`src/rtl/mem_access_unit_pkg.sv`:
```
// Shared op codes, size codes, FSM states and lane helpers for the MEM-stage load/store unit.
// Latency: none (types and pure functions only).
// Backpressure: n/a.
package mem_access_unit_pkg;

  // Execute-stage op codes seen by the MEM stage
  localparam logic [7:0] EXE_NOP_OP = 8'h00;
  localparam logic [7:0] EXE_LB_OP  = 8'he0;
  localparam logic [7:0] EXE_LH_OP  = 8'he1;
  localparam logic [7:0] EXE_LW_OP  = 8'he3;
  localparam logic [7:0] EXE_LBU_OP = 8'he4;
  localparam logic [7:0] EXE_LHU_OP = 8'he5;
  localparam logic [7:0] EXE_SB_OP  = 8'he8;
  localparam logic [7:0] EXE_SH_OP  = 8'he9;
  localparam logic [7:0] EXE_SW_OP  = 8'heb;

  // Bus transfer size codes
  localparam logic [1:0] SIZE_B = 2'd0;
  localparam logic [1:0] SIZE_H = 2'd1;
  localparam logic [1:0] SIZE_W = 2'd2;

  typedef enum logic [1:0] {
    MEM_IDLE = 2'd0,
    MEM_REQ  = 2'd1,
    MEM_WAIT = 2'd2,
    MEM_DONE = 2'd3
  } mem_state_e;

  function automatic logic is_load(input logic [7:0] op);
    is_load = (op == EXE_LB_OP) || (op == EXE_LBU_OP) || (op == EXE_LH_OP) ||
              (op == EXE_LHU_OP) || (op == EXE_LW_OP);
  endfunction

  function automatic logic is_store(input logic [7:0] op);
    is_store = (op == EXE_SB_OP) || (op == EXE_SH_OP) || (op == EXE_SW_OP);
  endfunction

  function automatic logic [1:0] op_size(input logic [7:0] op);
    case (op)
      EXE_LB_OP, EXE_LBU_OP, EXE_SB_OP: op_size = SIZE_B;
      EXE_LH_OP, EXE_LHU_OP, EXE_SH_OP: op_size = SIZE_H;
      default:                          op_size = SIZE_W;
    endcase
  endfunction

  // A half must be 2-byte aligned, a word 4-byte aligned
  function automatic logic misaligned(input logic [1:0] size, input logic [1:0] lo);
    misaligned = ((size == SIZE_H) && lo[0]) || ((size == SIZE_W) && (lo != 2'b00));
  endfunction

  // Clear the address bits below the access size
  function automatic logic [31:0] force_align(input logic [31:0] a, input logic [1:0] size);
    case (size)
      SIZE_H:  force_align = {a[31:1], 1'b0};
      SIZE_W:  force_align = {a[31:2], 2'b00};
      default: force_align = a;
    endcase
  endfunction

  // kseg0/kseg1 are unmapped windows onto the low 512 MB
  function automatic logic [31:0] kseg_map(input logic [31:0] a, input logic en);
    if (en && ((a[31:29] == 3'b100) || (a[31:29] == 3'b101)))
      kseg_map = {3'b000, a[28:0]};
    else
      kseg_map = a;
  endfunction

  function automatic logic [3:0] strobe(input logic [1:0] size, input logic [1:0] lo,
                                        input logic st);
    if (!st)
      strobe = 4'b0000;
    else begin
      case (size)
        SIZE_B:  strobe = 4'b0001 << lo;
        SIZE_H:  strobe = lo[1] ? 4'b1100 : 4'b0011;
        default: strobe = 4'b1111;
      endcase
    end
  endfunction

  // Replicate the store source across every lane it could land in
  function automatic logic [31:0] lane_data(input logic [1:0] size, input logic [31:0] wd);
    case (size)
      SIZE_B:  lane_data = {4{wd[7:0]}};
      SIZE_H:  lane_data = {2{wd[15:0]}};
      default: lane_data = wd;
    endcase
  endfunction

endpackage

```
`src/rtl/mem_access_unit_if.sv`:
```
// Data-SRAM bus: req/addr_ok address phase, data_ok completion phase.
// Latency: n/a (wires only).
// Backpressure: master holds req and fields until addr_ok; one transaction outstanding.
interface mem_access_unit_if #(
  parameter int ADDR_W = 32
);
  logic              data_req;
  logic              data_wr;
  logic [1:0]        data_size;
  logic [ADDR_W-1:0] data_addr;
  logic [3:0]        data_wstrb;
  logic [31:0]       data_wdata;
  logic              data_addr_ok;
  logic              data_data_ok;
  logic [31:0]       data_rdata;

  modport master (
    output data_req, data_wr, data_size, data_addr, data_wstrb, data_wdata,
    input  data_addr_ok, data_data_ok, data_rdata
  );

  modport slave (
    input  data_req, data_wr, data_size, data_addr, data_wstrb, data_wdata,
    output data_addr_ok, data_data_ok, data_rdata
  );
endinterface

```
`src/rtl/mem_access_unit_load_ext.sv`:
```
// Load lane extract: picks byte/half by address low bits and sign/zero extends.
// Latency: combinational.
// Backpressure: none.
module mem_load_ext
  import mem_access_unit_pkg::*;
(
  input  logic [7:0]  op,
  input  logic [1:0]  lo,
  input  logic [31:0] raw,
  output logic [31:0] ext
);

  logic [7:0]  byte_sel;
  logic [15:0] half_sel;

  // Lane select then extend according to the load flavour
  always_comb begin
    case (lo)
      2'd0:    byte_sel = raw[7:0];
      2'd1:    byte_sel = raw[15:8];
      2'd2:    byte_sel = raw[23:16];
      default: byte_sel = raw[31:24];
    endcase
    half_sel = lo[1] ? raw[31:16] : raw[15:0];
    case (op)
      EXE_LB_OP:  ext = {{24{byte_sel[7]}}, byte_sel};
      EXE_LBU_OP: ext = {24'h0, byte_sel};
      EXE_LH_OP:  ext = {{16{half_sel[15]}}, half_sel};
      EXE_LHU_OP: ext = {16'h0, half_sel};
      default:    ext = raw;
    endcase
  end

endmodule

```
`src/rtl/mem_access_unit.sv`:
```
// MEM-stage load/store unit: issues one data-SRAM transaction per memory op and returns the extended load value.
// Latency: 3 cycles minimum from presentation to DONE (IDLE -> REQ -> WAIT -> DONE).
// Backpressure: mem_stall holds the pipeline until DONE; bus fields stay stable until addr_ok.
// Build option: MEM_ALIGN_CHECK_EN enables adel/ades; otherwise misaligned low bits are forced to zero.
module mem_access_unit
  import mem_access_unit_pkg::*;
#(
  parameter bit KSEG_MAP = 1'b1,
  parameter int ADDR_W   = 32
) (
  input  logic                clk,
  input  logic                rst,
  input  logic                valid,
  input  logic [7:0]          op,
  input  logic [31:0]         addr,
  input  logic [31:0]         wdata,
  input  logic                flush,
  input  logic                advance,
  mem_access_unit_if.master   bus,
  output logic                mem_stall,
  output logic [31:0]         rdata_out,
  output logic                rdata_valid,
  output logic                adel,
  output logic                ades,
  output logic [31:0]         badvaddr
);

  logic        load_op;
  logic        store_op;
  logic        mem_op;
  logic [1:0]  size;
  logic [31:0] eff_addr;
  logic [31:0] paddr;
  logic        exc;
  logic        launch;
  logic [31:0] ext_dat;

  mem_state_e        state_q, state_d;
  logic              req_q, req_d;
  logic              wr_q, wr_d;
  logic [1:0]        size_q, size_d;
  logic [ADDR_W-1:0] addr_q, addr_d;
  logic [3:0]        wstrb_q, wstrb_d;
  logic [31:0]       wdat_q, wdat_d;
  logic [7:0]        op_q, op_d;
  logic [1:0]        lo_q, lo_d;
  logic              kill_q, kill_d;
  logic [31:0]       rdat_q, rdat_d;
  logic              rvld_q, rvld_d;

  assign load_op  = is_load(op);
  assign store_op = is_store(op);
  assign mem_op   = load_op | store_op;
  assign size     = op_size(op);

`ifdef MEM_ALIGN_CHECK_EN
  logic misal;
  assign misal    = misaligned(size, addr[1:0]);
  assign eff_addr = addr;
  assign adel     = valid & load_op & misal;
  assign ades     = valid & store_op & misal;
`else
  assign eff_addr = force_align(addr, size);
  assign adel     = 1'b0;
  assign ades     = 1'b0;
`endif

  assign exc       = adel | ades;
  assign paddr     = kseg_map(eff_addr, KSEG_MAP);
  assign badvaddr  = addr;
  assign launch    = valid & mem_op & ~flush & ~exc;
  assign mem_stall = valid & mem_op & ~exc & ~flush & (state_q != MEM_DONE);

  mem_load_ext u_load_ext (
    .op  (op_q),
    .lo  (lo_q),
    .raw (bus.data_rdata),
    .ext (ext_dat)
  );

  // Transaction FSM next-state and registered-output computation
  always_comb begin
    state_d = state_q;
    req_d   = req_q;
    wr_d    = wr_q;
    size_d  = size_q;
    addr_d  = addr_q;
    wstrb_d = wstrb_q;
    wdat_d  = wdat_q;
    op_d    = op_q;
    lo_d    = lo_q;
    kill_d  = kill_q;
    rdat_d  = rdat_q;
    rvld_d  = rvld_q;
    case (state_q)
      MEM_IDLE: begin
        if (launch) begin
          state_d = MEM_REQ;
          req_d   = 1'b1;
          wr_d    = store_op;
          size_d  = size;
          addr_d  = paddr[ADDR_W-1:0];
          wstrb_d = strobe(size, paddr[1:0], store_op);
          wdat_d  = store_op ? lane_data(size, wdata) : 32'h0;
          op_d    = op;
          lo_d    = paddr[1:0];
          kill_d  = 1'b0;
          rvld_d  = 1'b0;
        end
      end
      MEM_REQ: begin
        // Once accepted the bus owes us a data_ok, so a late flush only marks it dead
        if (bus.data_addr_ok) begin
          state_d = MEM_WAIT;
          req_d   = 1'b0;
          kill_d  = flush;
        end else if (flush) begin
          state_d = MEM_IDLE;
          req_d   = 1'b0;
        end
      end
      MEM_WAIT: begin
        if (bus.data_data_ok) begin
          if (kill_q || flush) begin
            state_d = MEM_IDLE;
            kill_d  = 1'b0;
          end else begin
            state_d = MEM_DONE;
            rdat_d  = ext_dat;
            rvld_d  = is_load(op_q);
          end
        end else if (flush) begin
          kill_d = 1'b1;
        end
      end
      MEM_DONE: begin
        if (advance || flush) begin
          state_d = MEM_IDLE;
          rvld_d  = 1'b0;
        end
      end
      default: begin
        state_d = MEM_IDLE;
        req_d   = 1'b0;
        rvld_d  = 1'b0;
      end
    endcase
  end

  // State and output registers; reset abandons any outstanding transaction
  always_ff @(posedge clk or negedge rst) begin
    if (!rst) begin
      state_q <= MEM_IDLE;
      req_q   <= 1'b0;
      wr_q    <= 1'b0;
      size_q  <= 2'd0;
      addr_q  <= '0;
      wstrb_q <= 4'h0;
      wdat_q  <= 32'h0;
      op_q    <= EXE_NOP_OP;
      lo_q    <= 2'd0;
      kill_q  <= 1'b0;
      rdat_q  <= 32'h0;
      rvld_q  <= 1'b0;
    end else begin
      state_q <= state_d;
      req_q   <= req_d;
      wr_q    <= wr_d;
      size_q  <= size_d;
      addr_q  <= addr_d;
      wstrb_q <= wstrb_d;
      wdat_q  <= wdat_d;
      op_q    <= op_d;
      lo_q    <= lo_d;
      kill_q  <= kill_d;
      rdat_q  <= rdat_d;
      rvld_q  <= rvld_d;
    end
  end

  assign bus.data_req   = req_q;
  assign bus.data_wr    = wr_q;
  assign bus.data_size  = size_q;
  assign bus.data_addr  = addr_q;
  assign bus.data_wstrb = wstrb_q;
  assign bus.data_wdata = wdat_q;
  assign rdata_out      = rdat_q;
  assign rdata_valid    = rvld_q;

endmodule

```
`src/flat_wrapper.sv`:
```
// flat-port wrapper written by rule: the top's interface ports become plain ports
module mem_access_unit_flat import mem_access_unit_pkg::*;
#(
  parameter bit KSEG_MAP = 1'b1,
  parameter int ADDR_W   = 32
)
  (clk, rst, valid, op, addr, wdata, flush, advance, mem_stall, rdata_out, rdata_valid, adel, ades, badvaddr, bus_data_req, bus_data_wr, bus_data_size, bus_data_addr, bus_data_wstrb, bus_data_wdata, bus_data_addr_ok, bus_data_data_ok, bus_data_rdata);
  mem_access_unit_if #(.ADDR_W(ADDR_W)) bus_i ();
  input  logic clk;
  input  logic rst;
  input  logic valid;
  input  logic [7:0] op;
  input  logic [31:0] addr;
  input  logic [31:0] wdata;
  input  logic flush;
  input  logic advance;
  output logic mem_stall;
  output logic [31:0] rdata_out;
  output logic rdata_valid;
  output logic adel;
  output logic ades;
  output logic [31:0] badvaddr;
  output wire logic [$bits(bus_i.data_req)-1:0] bus_data_req;
  output wire logic [$bits(bus_i.data_wr)-1:0] bus_data_wr;
  output wire logic [$bits(bus_i.data_size)-1:0] bus_data_size;
  output wire logic [$bits(bus_i.data_addr)-1:0] bus_data_addr;
  output wire logic [$bits(bus_i.data_wstrb)-1:0] bus_data_wstrb;
  output wire logic [$bits(bus_i.data_wdata)-1:0] bus_data_wdata;
  input wire logic [$bits(bus_i.data_addr_ok)-1:0] bus_data_addr_ok;
  input wire logic [$bits(bus_i.data_data_ok)-1:0] bus_data_data_ok;
  input wire logic [$bits(bus_i.data_rdata)-1:0] bus_data_rdata;
  assign bus_data_req = bus_i.data_req;
  assign bus_data_wr = bus_i.data_wr;
  assign bus_data_size = bus_i.data_size;
  assign bus_data_addr = bus_i.data_addr;
  assign bus_data_wstrb = bus_i.data_wstrb;
  assign bus_data_wdata = bus_i.data_wdata;
  assign bus_i.data_addr_ok = bus_data_addr_ok;
  assign bus_i.data_data_ok = bus_data_data_ok;
  assign bus_i.data_rdata = bus_data_rdata;
  mem_access_unit #(.KSEG_MAP(KSEG_MAP), .ADDR_W(ADDR_W)) u_core (.clk(clk), .rst(rst), .valid(valid), .op(op), .addr(addr), .wdata(wdata), .flush(flush), .advance(advance), .bus(bus_i), .mem_stall(mem_stall), .rdata_out(rdata_out), .rdata_valid(rdata_valid), .adel(adel), .ades(ades), .badvaddr(badvaddr));
endmodule
```
`config.mk`:
```
export PLATFORM = sky130hd
export DESIGN_NAME = mem_access_unit_flat
export DESIGN_NICKNAME = d
export VERILOG_FILES = /design/src/rtl/mem_access_unit_pkg.sv /design/src/rtl/mem_access_unit_if.sv /design/src/rtl/mem_access_unit_load_ext.sv /design/src/rtl/mem_access_unit.sv /design/src/flat_wrapper.sv
export SDC_FILE = /design/constraint.sdc
export NUM_CORES = 1
export LEC_CHECK = 0
export ABC_AREA = 1
export BUFFER_PORTS_ARGS = -buffer_cell sky130_fd_sc_hd__buf_2
export CORE_UTILIZATION = 45
export DETAILED_ROUTE_END_ITERATION = 10
export GPL_TIMING_DRIVEN = 0
export PLACE_DENSITY_LB_ADDON = 0.12
export SLEW_MARGIN = 20
export SYNTH_ARGS = -nofsm -noshare
export SYNTH_HDL_FRONTEND = slang
export SYNTH_SLANG_ARGS = --single-unit
```
`constraint.sdc`:
```
create_clock -name clk -period 1.5 [get_ports clk]
set_input_delay 0.3 -clock clk [delete_from_list [all_inputs] [get_ports clk]]
set_output_delay 0.3 -clock clk [all_outputs]
set_load 0.05 [all_outputs]
```
==> out/metrics.cfg <==
[worst_hold_path]
hold_path.class = input port to flip-flop
hold_depth = 3

[global_route]
grt_pass1_wl_mm = 29.8
grt_use_total = 0.264
grt_overflow_total = 0
grt_pass1_vias = 6180
grt_start_max_net_pins = 81
antenna_found_initial = 0

[routing]
remaining_drc_errors = 0
ant_nets = 0
routed_wirelength_mm = 19.9
wl_per_cell_um = 14.6
first_pass_iters = 5
via_per_inst = 4.99
drt_iter0_drc = 596
num_vias = 6812

[pwr]
power_leakage_nw = 5.32
power.density_nw_per_um2 = 1600
peakVddDrop_v = 0.000842

[layout]
seq_area_um2 = 2910
drive_above_1_share = 0.388
utilization = 0.662
fin_area_um2 = 9150
diodes = 0
final_cell_mix = 321 x nand2_1, 256 x buf_2, 112 x dfrtp_1
final_common_cell = nand2_1
synthToLayoutAreaGrowth_pct = 43.5
final_cells = 1365
fillers = 1242
multiInputGateArea_um2 = 2930
fin_nets = 1287

[placement]
pre_cts_ws_ns = -0.386
portBuffers = 248
dp_hpwl_mm = 14.2
placedCellCount = 1308
place_area_um2 = 7900
gp_congestion = 0.899

[synthesis]
synth_cell_types = 25
syn-cell-area_um2 = 6380
synth_seq_cells = 116
syn_area_per_cell_um2 = 7.26
yosysSeqAreaShare = 0.455
yosysWarningCount = 0
synth_cells = 878

[sta]
period_share = 1.05
fin_skew_ns = 0.00539
max_slew.worst_pin.slew_ns = 0.626
fin_ws_ns = -0.0811
hold_viol = 0
fmax_mhz = 632
setup_viol = 9
finalMaxSlewViolations = 0
min_period_ns = 1.58
grt_setup_unrepaired = true
maxSlewHeadroom = 0.581
tns_ns = -0.238

[clock_network]
root_buffer = clkbuf_16
clk_latency_ns = 0.42
cts_tree = built
clk_pin_slew_ns = 0.05
cts_buffer_depth = 2
numCtsBuffers = 17
cts.sinks = 116
htree_levels = 4

[floorplan]
rows = 43
core_um2 = 13800
die_h_um = 121
ios = 251
die_area_um2 = 14700
start_util = 0.461
dieWidth_um = 121

[setup_path]
worst-path-max-fanout = 4
r2r_cells = 7
critPathKind = flip-flop to primary output
worst_ep_arrival_time_ns = 1.28
cp.required_ns = 1.20
start_kind = flip-flop
reg2reg_slack_ns = -0.06
cp-end-kind = primary output

[status]
status = complete, but fails checks
violations = negative setup slack

[job]
drv_cap = 0

report_power, final:
group | switching (mW) | total (mW) | internal, mW
combinational | 4.49 | 6.32 | 1.83
sequential | 0.451 | 4.34 | 3.89
clock | 1.42 | 3.94 | 2.52
total | 6.36 | 14.6 | 8.24
per-layer routing:
metal,vias to the layer above,part of all wire,GRT usage
met1,3146,0.40,0.329
met5,-,0,0
met2,332,0.48,0.439
met4,0,0.027,0.106
met3,36,0.088,0.0625
li1,3298,-,-
kinds of logic (layout without fill, tap and decap cells):
kind of cell / after synthesis / count (layout) / synth area share
AOI/OAI and AO/OA: 93 / 93 / 0.0757
other: 1 / 2 / 0.000588
DFF: 116 / 116 / 0.455
and+or+nand+nor: 497 / 497 / 0.333
adders and majority gates: 4 / 4 / 0.00785
buffers and inverters: 167 / 473 / 0.127
what timing repair did:
action                                  4_1_cts  5_1_grt
pin swaps                                     5       25
hold buffers                                  1        0
cloned                                        0        6
buffers inserted                              6       13
endpoints found under the setup margin      110      112
resized for setup                            35      117
endpoints found under the hold margin        36        0
flip-flops by register name, indices dropped and copies added (netlist names):
| register | cells |
|---|---|
| u_core.rdata_valid | 1 |
| u_core.bus.data_wstrb | 4 |
| u_core.bus.data_size | 2 |
| u_core.lo_q | 1 |
| u_core.bus.data_wr | 1 |
| u_core.rdata_out | 32 |
| u_core.bus.data_addr | 31 |
| u_core.kill_q | 1 |
| u_core.bus.data_req | 1 |
| u_core.bus.data_wdata | 32 |
| u_core.op_q | 8 |
| u_core.state_q | 2 |
worst max-delay path: stages (launching register included):
cell and delay (ns):
dfrtp_2 0.45, ha_4 0.19, nor2_4 0.07, buf_6 0.16
cell type report:
type / instances / share of cell area
clock buffer: 23 / 0.0511
buffer: 71 / 0.0648
sequential: 116 / 0.318
multi-input combinational: 596 / 0.320
clock inverter: 9 / 0.0113
timing repair buffer: 275 / 0.170
tap: 180 / 0.0246
inverter: 95 / 0.0401
path summary, 6_finish.rpt:
path	start	to
setup / recovery	u_core.state_q[0]	mem_stall
hold / removal	addr[28]	u_core.bus.data_addr[28]
setup reg to reg	u_core.state_q[1]	u_core.op_q[6]
hold reg to reg	u_core.rdata_out[11]	u_core.rdata_out[11]
max in group asynchronous	rst	u_core.bus.data_addr[1]
min in group asynchronous	rst	u_core.rdata_out[12]
synth_stat cells, drive strengths merged:
cell type / n / area share
dfrtp: 116 / 0.46
nor2: 45 / 0.031
or2: 20 / 0.020
a21oi: 30 / 0.025
nand2: 332 / 0.20
conb: 1 / 0.00059
buf: 59 / 0.064
nand3: 86 / 0.071
ha: 4 / 0.0078
o21ai: 62 / 0.049
inv: 95 / 0.056
clkbuf: 13 / 0.0077
nand4: 14 / 0.016
o21a: 1 / 0.0012
metrics by stage:
stage	power (mW)	hold slack, ns
after floorplan	8.64	0.00441
after global placement	10.0	0.452
after detailed placement	10.1	0.223
after CTS	14.2	0.0880
after global routing	15.3	0.0948
final	14.6	0.0916
(Power assumes the default switching activity.)
